### src/rtl/gnr_sweep_ctrl_if.sv
// Result channel of the gene-regulatory-network sweep controller.
// One transfer per initial state, valid/ready handshake.
interface gnr_sweep_ctrl_if #(
  parameter int NUM_NODES = 8,
  parameter int CNT_W     = 16
);
  logic                 res_valid;
  logic                 res_ready;
  logic [NUM_NODES-1:0] res_init;
  logic [NUM_NODES-1:0] res_state;
  logic [CNT_W-1:0]     res_steps;
  logic                 res_timeout;

  // Producer side: the sweep controller
  modport master (
    output res_valid, res_init, res_state, res_steps, res_timeout,
    input  res_ready
  );

  // Consumer side: whoever collects the attractor results
  modport slave (
    input  res_valid, res_init, res_state, res_steps, res_timeout,
    output res_ready
  );
endinterface

### src/rtl/gnr_sweep_ctrl.sv
// Sweep controller for boolean gene-regulatory-network nodes.
// For each initial state in [first..last] (wrapping modulo 2^NUM_NODES) it
// loads the nodes, then advances a slow (s0) and fast (s1) trajectory with
// Floyd cycle detection until the two meet or MAX_STEPS pulses elapse, and
// reports the outcome on the result interface.
module gnr_sweep_ctrl #(
  parameter int NUM_NODES = 8,
  parameter int CNT_W     = 16,
  parameter int MAX_STEPS = 1024
) (
  input  logic                 clk,
  input  logic                 rst,
  input  logic                 start,
  input  logic [NUM_NODES-1:0] cfg_init_first,
  input  logic [NUM_NODES-1:0] cfg_init_last,
  input  logic [NUM_NODES-1:0] s0_vec,
  input  logic [NUM_NODES-1:0] s1_vec,
  output logic                 reset_nos,
  output logic [NUM_NODES-1:0] init_state,
  output logic                 start_s0,
  output logic                 start_s1,
  output logic                 busy,
  output logic                 done,
  gnr_sweep_ctrl_if.master     res_if
);

  localparam logic [CNT_W-1:0] MAX_CNT = CNT_W'(MAX_STEPS);
  localparam logic [CNT_W-1:0] MIN_CMP = CNT_W'(2);

  typedef enum logic [1:0] {
    ST_IDLE,
    ST_LOAD,
    ST_RUN,
    ST_REPORT
  } state_t;

  state_t               r_state;
  logic [NUM_NODES-1:0] r_cur_init;
  logic [NUM_NODES-1:0] r_init_last;
  logic [CNT_W-1:0]     r_step_cnt;
  logic                 r_reset_nos;
  logic                 r_busy;
  logic                 r_done;
  logic                 r_res_valid;
  logic [NUM_NODES-1:0] r_res_init;
  logic [NUM_NODES-1:0] r_res_state;
  logic [CNT_W-1:0]     r_res_steps;
  logic                 r_res_timeout;

  logic w_run;
  logic w_match;
  logic w_tmo;
  logic w_step;

  // After k pulses s0 = x[ceil(k/2)], s1 = x[k]; only even k >= 2 is a
  // genuine slow/fast comparison (at k = 1 both sit on x[1]).
  assign w_run   = (r_state == ST_RUN);
  assign w_match = w_run && !r_step_cnt[0] && (r_step_cnt >= MIN_CMP) &&
                   (s0_vec == s1_vec);
  assign w_tmo   = w_run && (r_step_cnt == MAX_CNT) && !w_match;
  // Combinational so that no pulse leaks out in the detection cycle.
  assign w_step  = w_run && !w_match && !w_tmo;

  assign start_s0   = w_step;
  assign start_s1   = w_step;
  assign reset_nos  = r_reset_nos;
  assign init_state = r_cur_init;
  assign busy       = r_busy;
  assign done       = r_done;

  assign res_if.res_valid   = r_res_valid;
  assign res_if.res_init    = r_res_init;
  assign res_if.res_state   = r_res_state;
  assign res_if.res_steps   = r_res_steps;
  assign res_if.res_timeout = r_res_timeout;

  // Sweep FSM with registered outputs; reset aborts any run in progress.
  // NOTE: state is written with non-blocking assignments so every branch sees
  // the pre-edge values, exactly as the flops do in hardware.
  always_ff @(posedge clk) begin
    if (rst) begin
      r_state       <= ST_IDLE;
      r_cur_init    <= '0;
      r_init_last   <= '0;
      r_step_cnt    <= '0;
      r_reset_nos   <= 1'b0;
      r_busy        <= 1'b0;
      r_done        <= 1'b0;
      r_res_valid   <= 1'b0;
      r_res_init    <= '0;
      r_res_state   <= '0;
      r_res_steps   <= '0;
      r_res_timeout <= 1'b0;
    end else begin
      r_reset_nos <= 1'b0;
      case (r_state)
        ST_IDLE: begin
          if (start) begin
            r_cur_init  <= cfg_init_first;
            r_init_last <= cfg_init_last;
            r_done      <= 1'b0;
            r_busy      <= 1'b1;
            r_reset_nos <= 1'b1;
            r_state     <= ST_LOAD;
          end
        end
        ST_LOAD: begin
          r_step_cnt <= '0;
          r_state    <= ST_RUN;
        end
        ST_RUN: begin
          if (w_match || w_tmo) begin
            r_res_init    <= r_cur_init;
            r_res_state   <= s1_vec;
            r_res_steps   <= r_step_cnt;
            r_res_timeout <= w_tmo;
            r_res_valid   <= 1'b1;
            r_state       <= ST_REPORT;
          end else begin
            r_step_cnt <= r_step_cnt + 1'b1;
          end
        end
        ST_REPORT: begin
          if (r_res_valid && res_if.res_ready) begin
            r_res_valid <= 1'b0;
            if (r_cur_init == r_init_last) begin
              r_done  <= 1'b1;
              r_busy  <= 1'b0;
              r_state <= ST_IDLE;
            end else begin
              // Natural wrap of the NUM_NODES-bit index lets first > last
              // sweep through all-ones back to zero.
              r_cur_init  <= r_cur_init + 1'b1;
              r_reset_nos <= 1'b1;
              r_state     <= ST_LOAD;
            end
          end
        end
        default: r_state <= ST_IDLE;
      endcase
    end
  end

endmodule

### src/flat_wrapper.sv
// flat-port wrapper written by rule: the top's interface ports become plain ports
module gnr_sweep_ctrl_flat 
#(
  parameter int NUM_NODES = 8,
  parameter int CNT_W     = 16,
  parameter int MAX_STEPS = 1024
)
  (clk, rst, start, cfg_init_first, cfg_init_last, s0_vec, s1_vec, reset_nos, init_state, start_s0, start_s1, busy, done, res_if_res_valid, res_if_res_init, res_if_res_state, res_if_res_steps, res_if_res_timeout, res_if_res_ready);
  gnr_sweep_ctrl_if #(.NUM_NODES(NUM_NODES), .CNT_W(CNT_W)) res_if_i ();
  input  logic clk;
  input  logic rst;
  input  logic start;
  input  logic [NUM_NODES-1:0] cfg_init_first;
  input  logic [NUM_NODES-1:0] cfg_init_last;
  input  logic [NUM_NODES-1:0] s0_vec;
  input  logic [NUM_NODES-1:0] s1_vec;
  output logic reset_nos;
  output logic [NUM_NODES-1:0] init_state;
  output logic start_s0;
  output logic start_s1;
  output logic busy;
  output logic done;
  output wire logic [$bits(res_if_i.res_valid)-1:0] res_if_res_valid;
  output wire logic [$bits(res_if_i.res_init)-1:0] res_if_res_init;
  output wire logic [$bits(res_if_i.res_state)-1:0] res_if_res_state;
  output wire logic [$bits(res_if_i.res_steps)-1:0] res_if_res_steps;
  output wire logic [$bits(res_if_i.res_timeout)-1:0] res_if_res_timeout;
  input wire logic [$bits(res_if_i.res_ready)-1:0] res_if_res_ready;
  assign res_if_res_valid = res_if_i.res_valid;
  assign res_if_res_init = res_if_i.res_init;
  assign res_if_res_state = res_if_i.res_state;
  assign res_if_res_steps = res_if_i.res_steps;
  assign res_if_res_timeout = res_if_i.res_timeout;
  assign res_if_i.res_ready = res_if_res_ready;
  gnr_sweep_ctrl #(.NUM_NODES(NUM_NODES), .CNT_W(CNT_W), .MAX_STEPS(MAX_STEPS)) u_core (.clk(clk), .rst(rst), .start(start), .cfg_init_first(cfg_init_first), .cfg_init_last(cfg_init_last), .s0_vec(s0_vec), .s1_vec(s1_vec), .reset_nos(reset_nos), .init_state(init_state), .start_s0(start_s0), .start_s1(start_s1), .busy(busy), .done(done), .res_if(res_if_i));
endmodule
### config.mk
export PLATFORM = sky130hd
export DESIGN_NAME = gnr_sweep_ctrl_flat
export DESIGN_NICKNAME = d
export VERILOG_FILES = /design/src/rtl/gnr_sweep_ctrl_if.sv /design/src/rtl/gnr_sweep_ctrl.sv /design/src/flat_wrapper.sv
export SDC_FILE = /design/constraint.sdc
export NUM_CORES = 1
export LEC_CHECK = 0
export CAP_MARGIN = 5
export CELL_PAD_IN_SITES_DETAIL_PLACEMENT = 2
export CELL_PAD_IN_SITES_GLOBAL_PLACEMENT = 2
export CORE_MARGIN = 2
export CORE_UTILIZATION = 29
export CTS_BUF_LIST = sky130_fd_sc_hd__clkbuf_2 sky130_fd_sc_hd__clkbuf_4 sky130_fd_sc_hd__clkbuf_8
export DETAILED_ROUTE_END_ITERATION = 8
export PLACE_DENSITY_LB_ADDON = 0.1
export RECOVER_POWER = 50
export SYNTH_ARGS = -nofsm -noshare
export SYNTH_HDL_FRONTEND = slang
export SYNTH_SLANG_ARGS = --single-unit
### constraint.sdc
create_clock -name clk -period 3.5 [get_ports clk]
set_input_delay 0.875 -clock clk [delete_from_list [all_inputs] [get_ports clk]]
set_output_delay 0.875 -clock clk [all_outputs]
set_load 0.01 [all_outputs]
== Word level (Yosys, flattened, before mapping) ==
Cells that the tools add are included.
Storage, ports and cells
  register bits: 71
  bits of input ports: 36
  word-level logic and storage cells: 76
Operators by class
  add/subtract/negate cells: 2
  magnitude comparators: 1
  equality and inequality tests: 12
  multiplexer cells: 26
  reduce and logical (&&, ||, !) cells: 23
Operator list (number)
  case mux 16 bit (2 select lines): 1
  two-way mux 8 bit: 3
  adder 16 x 1 -> 16 bit, second input constant: 1
  equality test 16 x 11 -> 1 bit, second input constant: 1
  equality test 8 bit: 2
  greater-or-equal comparator 16 x 2 -> 1 bit, second input constant: 1
  two-way mux 16 bit: 1
  case mux 8 bit (2 select lines): 1
  two-way mux 1 bit: 12
  adder 8 x 1 -> 8 bit, second input constant: 1
  logical AND 1 bit: 8
  inequality test 2 bit, second input constant: 4
  case mux 1 bit (2 select lines): 4
  case mux 2 bit (4 select lines): 1
  AND reduction 4 bit: 2
  two-way mux 2 bit: 3
  AND reduction 2 bit: 3
  AND reduction 3 bit: 2
  nonzero test 2 bit: 3
  equality test 2 bit, second input constant: 2
  inequality test 2 x 1 -> 1 bit, second input constant: 2
  zero test 1 bit: 3
  equality test 2 x 1 -> 1 bit, second input constant: 1
  zero test 2 bit: 1
  logical OR 1 bit: 1

== Depth between registers and ports, before layout ==
  depth after elaboration: 9
  gate-level depth with buffers: 10
  depth with buffers taken out: 8

== Worst setup path before layout ==
OpenSTA, ideal clock, no wires.
  path kind: in2out
  from: in s1_vec[6]
  to: out start_s1
  arrival time: 2.203 ns
  data required time: 2.625 ns
  path slack: 0.422 ns
  stages: 8
  buffers on the path: 2
  cell sequence: xnor2_1 -> nand2_1 -> a2111oi_4 -> nor2_2 -> buf_2 -> nand2_1 -> inv_1 -> buf_4
Between the ends
  word-level cells in the longest chain between the ends: 6
  elaborated cells between the ends (all ways): 7
Ends and longest elaborated chain
  start, declared: line flat_wrapper.sv:16  | input logic [NUM_NODES-1:0] s1_vec;
  equality test 8 bit *: line gnr_sweep_ctrl.sv:59  | (s0_vec == s1_vec);
  logical AND 1 bit *: line gnr_sweep_ctrl.sv:58  | assign w_match = w_run && !r_step_cnt[0] && (r_step_cnt >= MIN_CMP) &&
  zero test 1 bit *: line gnr_sweep_ctrl.sv:60, gnr_sweep_ctrl.sv:62
  logical AND 1 bit: line gnr_sweep_ctrl.sv:60  | assign w_tmo = w_run && (r_step_cnt == MAX_CNT) && !w_match;
  zero test 1 bit: line gnr_sweep_ctrl.sv:62  | assign w_step = w_run && !w_match && !w_tmo;
  logical AND 1 bit *: line gnr_sweep_ctrl.sv:62
  end, declared: line flat_wrapper.sv:20  | output logic start_s1;
Every way passes the cells marked *; elsewhere a longest branch is shown, timed or not.

== Worst setup path after layout ==
  from: in s0_vec[0]
  to: out start_s1
Between the ends
  word-level cells in the longest chain between the ends: 6
  elaborated cells between the ends (all ways): 7
Ends and longest elaborated chain
  start, declared: line flat_wrapper.sv:15  | input logic [NUM_NODES-1:0] s0_vec;
  equality test 8 bit *: line gnr_sweep_ctrl.sv:59
  logical AND 1 bit *: line gnr_sweep_ctrl.sv:58
  zero test 1 bit *: line gnr_sweep_ctrl.sv:60, gnr_sweep_ctrl.sv:62
  logical AND 1 bit: line gnr_sweep_ctrl.sv:60
  zero test 1 bit: line gnr_sweep_ctrl.sv:62
  logical AND 1 bit *: line gnr_sweep_ctrl.sv:62
Marks and branches as above.

==> results.cfg <==
[critical_path]
setup.worst_path.start = s0_vec[0]
cp.arrival_ps = 2480
cp.required_ps = 2620
reg2reg_depth = 11
crit_end = start_s1
r2r_slack_ps = 990
crit_type = input port to primary output
rr_startpoint = u_core.r_state[0]
cp-end-kind = primary output
startpoint_type = input port
r2r-end = u_core.res_if.res_valid
crit_fanout = 2

[place]
place_congestion = 0.719
io_buffers = 82
post-place-cells = 613
postPlaceCellArea_sq_um = 4260
dp_hpwl_mm = 7.89

[drt]
wire_per_inst_um = 16.8
firstDrtPassIters = 4
drc_errors = 0
vias = 3139
m1WireLength_mm = 4.46
postRouteAntennaNets = 0
top_layer = met4
drt_iter0_drc = 66
wl_met3_um = 491
via_per_inst = 4.98
wl_met2_mm = 5.50
routed_wl_mm = 10.6

[finish]
nets = 530
regArea_sq_um = 1420
final_core_util_pct = 40.9
design_area_sq_um = 4490
final_common_cell = nand2_1
final_cell_mix = nand2_1 (96), dfxtp_1 (71), a21oi_1 (46)
drive_above_1_share_pct = 8.37
stdcell_count = 630
areaGrowthSynthToFinish_pct = 36.1
fill_cells = 1251
multiInputGateArea_sq_um = 1760
diodes = 0

[floorplanning]
dieArea_sq_um = 12300
die-width_um = 111
boundaryPins = 83
core_sq_um = 11000
die_h_um = 111
core.rowCount = 38
initial_utilization_pct = 30.1

[synth]
avgSynthCellArea_sq_um = 8.17
synth_area_sq_um = 3300
ys_ff_latch = 71
synthCells = 404
syn_nets = 449
synth-seq-area-share_pct = 43.1
synth_edf_count = 0
ys.flop_type = dfxtp_1
synthTopCellsByArea = dfxtp_1 (43%), nand2_1 (11%), a21oi_1 (7.0%), xnor2_1 (6.4%), ha_1 (3.4%)
synthArstFlopShare_pct = 0
yosysUniqueCellTypes = 45
yosysTopAreaCellShare_pct = 43.1
synth_top_cell_by_area = dfxtp_1
yosys_warnings = 0

[grt]
grt_usage_pct = 18.2
grt_pass1_wl_mm = 17.6
grt_pass1_vias = 3465
grt.overflow.total = 0
antenna_found_initial = 0
grt_start_max_net_pins = 40

[clock_network]
insertion_delay_ps = 370
cts_tree = built
cts_buffer_depth = 2
clockRootBuffer = clkbuf_8
clk_pin_slew_ps = 70
cts-buffers-inserted = 9
clock-sinks = 71
htreeDepth = 3
postCtsHoldBufs = 0

[timing]
rsz0062_at_grt = no
finalClockSkew_ps = 9.49
setup_viol = 0
worst-slew-pin-transition_ps = 656
fin_crit_sh_pct = 96.0
fmaxAchievable_mhz = 298
hold_slack_ps = 450
relSlewSlack_pct = 56.2
finalHoldViolCount = 0
period_needed_ps = 3360
finalMaxSlewViolations = 0

[outcome]
status = finished clean

[power]
leakagePower_nw = 1.69
total_power_w = 0.00235
power.density_nw_per_um2 = 524
ir_drop_mv = 0.214

[worst_hold_path]
hold_path.class = flip-flop to flip-flop

[job]
max_cap_violations = 0
==> how the worst min path moves through the flow <==
stage / startpoint / cells after the start / slack [ps] / end
floorplan: u_core.r_init_last[0] / 2 / 450 / u_core.r_init_last[0]
global placement: u_core.res_if.res_steps[3] / 2 / 440 / u_core.res_if.res_steps[3]
detailed placement: u_core.res_if.res_init[1] / 2 / 450 / u_core.res_if.res_init[1]
CTS: u_core.res_if.res_init[1] / 2 / 460 / u_core.res_if.res_init[1]
global route: u_core.res_if.res_state[7] / 2 / 490 / u_core.res_if.res_state[7]
finish: u_core.res_if.res_init[1] / 2 / 450 / u_core.res_if.res_init[1]
==> power by group <==
part / leakage (nW) / internal [W] / switching, W
Combinational: 1.00 / 0.000319 / 0.000398
Sequential: 0.575 / 0.000872 / 0.0000838
Clock: 0.107 / 0.000361 / 0.000318
Total: 1.69 / 0.00155 / 0.000800
==> routing by layer <==
metal / GRT usage (%) / vias up
met5: 0 / -
met4: 5.50 / 0
met3: 6.12 / 9
met2: 32.1 / 57
met1: 20.7 / 1547
li1: - / 1526
==> per-stage QoR <==
| step | TNS [ps] | setup WS, ps |
|---|---|---|
| 4_1_cts | 0 | 3.96 |
| 2_1_floorplan | 0 | 422 |
| 3_3_place_gp | -347 | -174 |
| 3_5_place_dp | -430 | -219 |
| 5_1_grt | 0 | 23.1 |
| 6_report | 0 | 141 |
==> final cells by class <==
class                           count  area share (%)
Clock buffer                       12            3.40
Clock inverter                      4            1.00
Inverter                           10           0.835
Multi-Input combinational cell    301            39.2
Sequential cell                    71            31.6
Tap cell                          140            3.90
Timing Repair Buffer               92            20.0
==> critical path: stages <==
cell,delay [ps]
clkdlybuf4s50_1,480
xnor2_1,110
buf_4,140
nand3_2,90
a2111oi_4,320
nor2_2,100
nand2_2,80
inv_1,50
clkdlybuf4s15_1,230
==> Yosys cell counts, types with 2 or more instances <==
library cell,count
xor2_1,5
or3_1,3
a211oi_1,3
inv_1,10
ha_1,9
o21ai_0,4
buf_4,2
nor2b_1,5
nand2_1,97
nand4_1,5
nor4_1,3
nor2_1,30
buf_6,3
clkbuf_1,14
a31oi_1,5
xnor2_1,24
a221oi_1,2
mux2i_1,4
buf_2,3
a21o_1,2
and2_1,5
mux2_2,3
nand3_1,8
and4_1,6
a311oi_1,2
nand2b_1,4
nor3_1,10
a21oi_1,46
dfxtp_1,71
==> state kept, by name, summed over array words and instances, names as in the netlist <==
register / count
u_core.res_if.res_init: 8
u_core.busy: 1
u_core.res_if.res_valid: 1
u_core.r_state: 2
u_core.r_step_cnt: 16
u_core.init_state: 8
u_core.done: 1
u_core.res_if.res_timeout: 1
u_core.reset_nos: 1
u_core.res_if.res_state: 8
u_core.r_init_last: 8
u_core.res_if.res_steps: 16
==> kinds of logic after synthesis <==
logic type | synth area share (%)
simple gates | 25.4
mux | 2.24
compound gates | 13.5
fa+ha+maj | 3.41
flops | 43.1
xor+xnor | 7.70
buf+inv | 4.66
==> repair_timing <==
| item | 4_1_cts | 5_1_grt |
|---|---|---|
| endpoints found under the hold margin | 0 | 0 |
| buffers inserted | 1 | 0 |
| setup endpoints to repair | 2 | 2 |
| gates resized for setup | 12 | 5 |
| pin swaps | 6 | 2 |
Note: power is estimated with default switching activity, not from simulation.
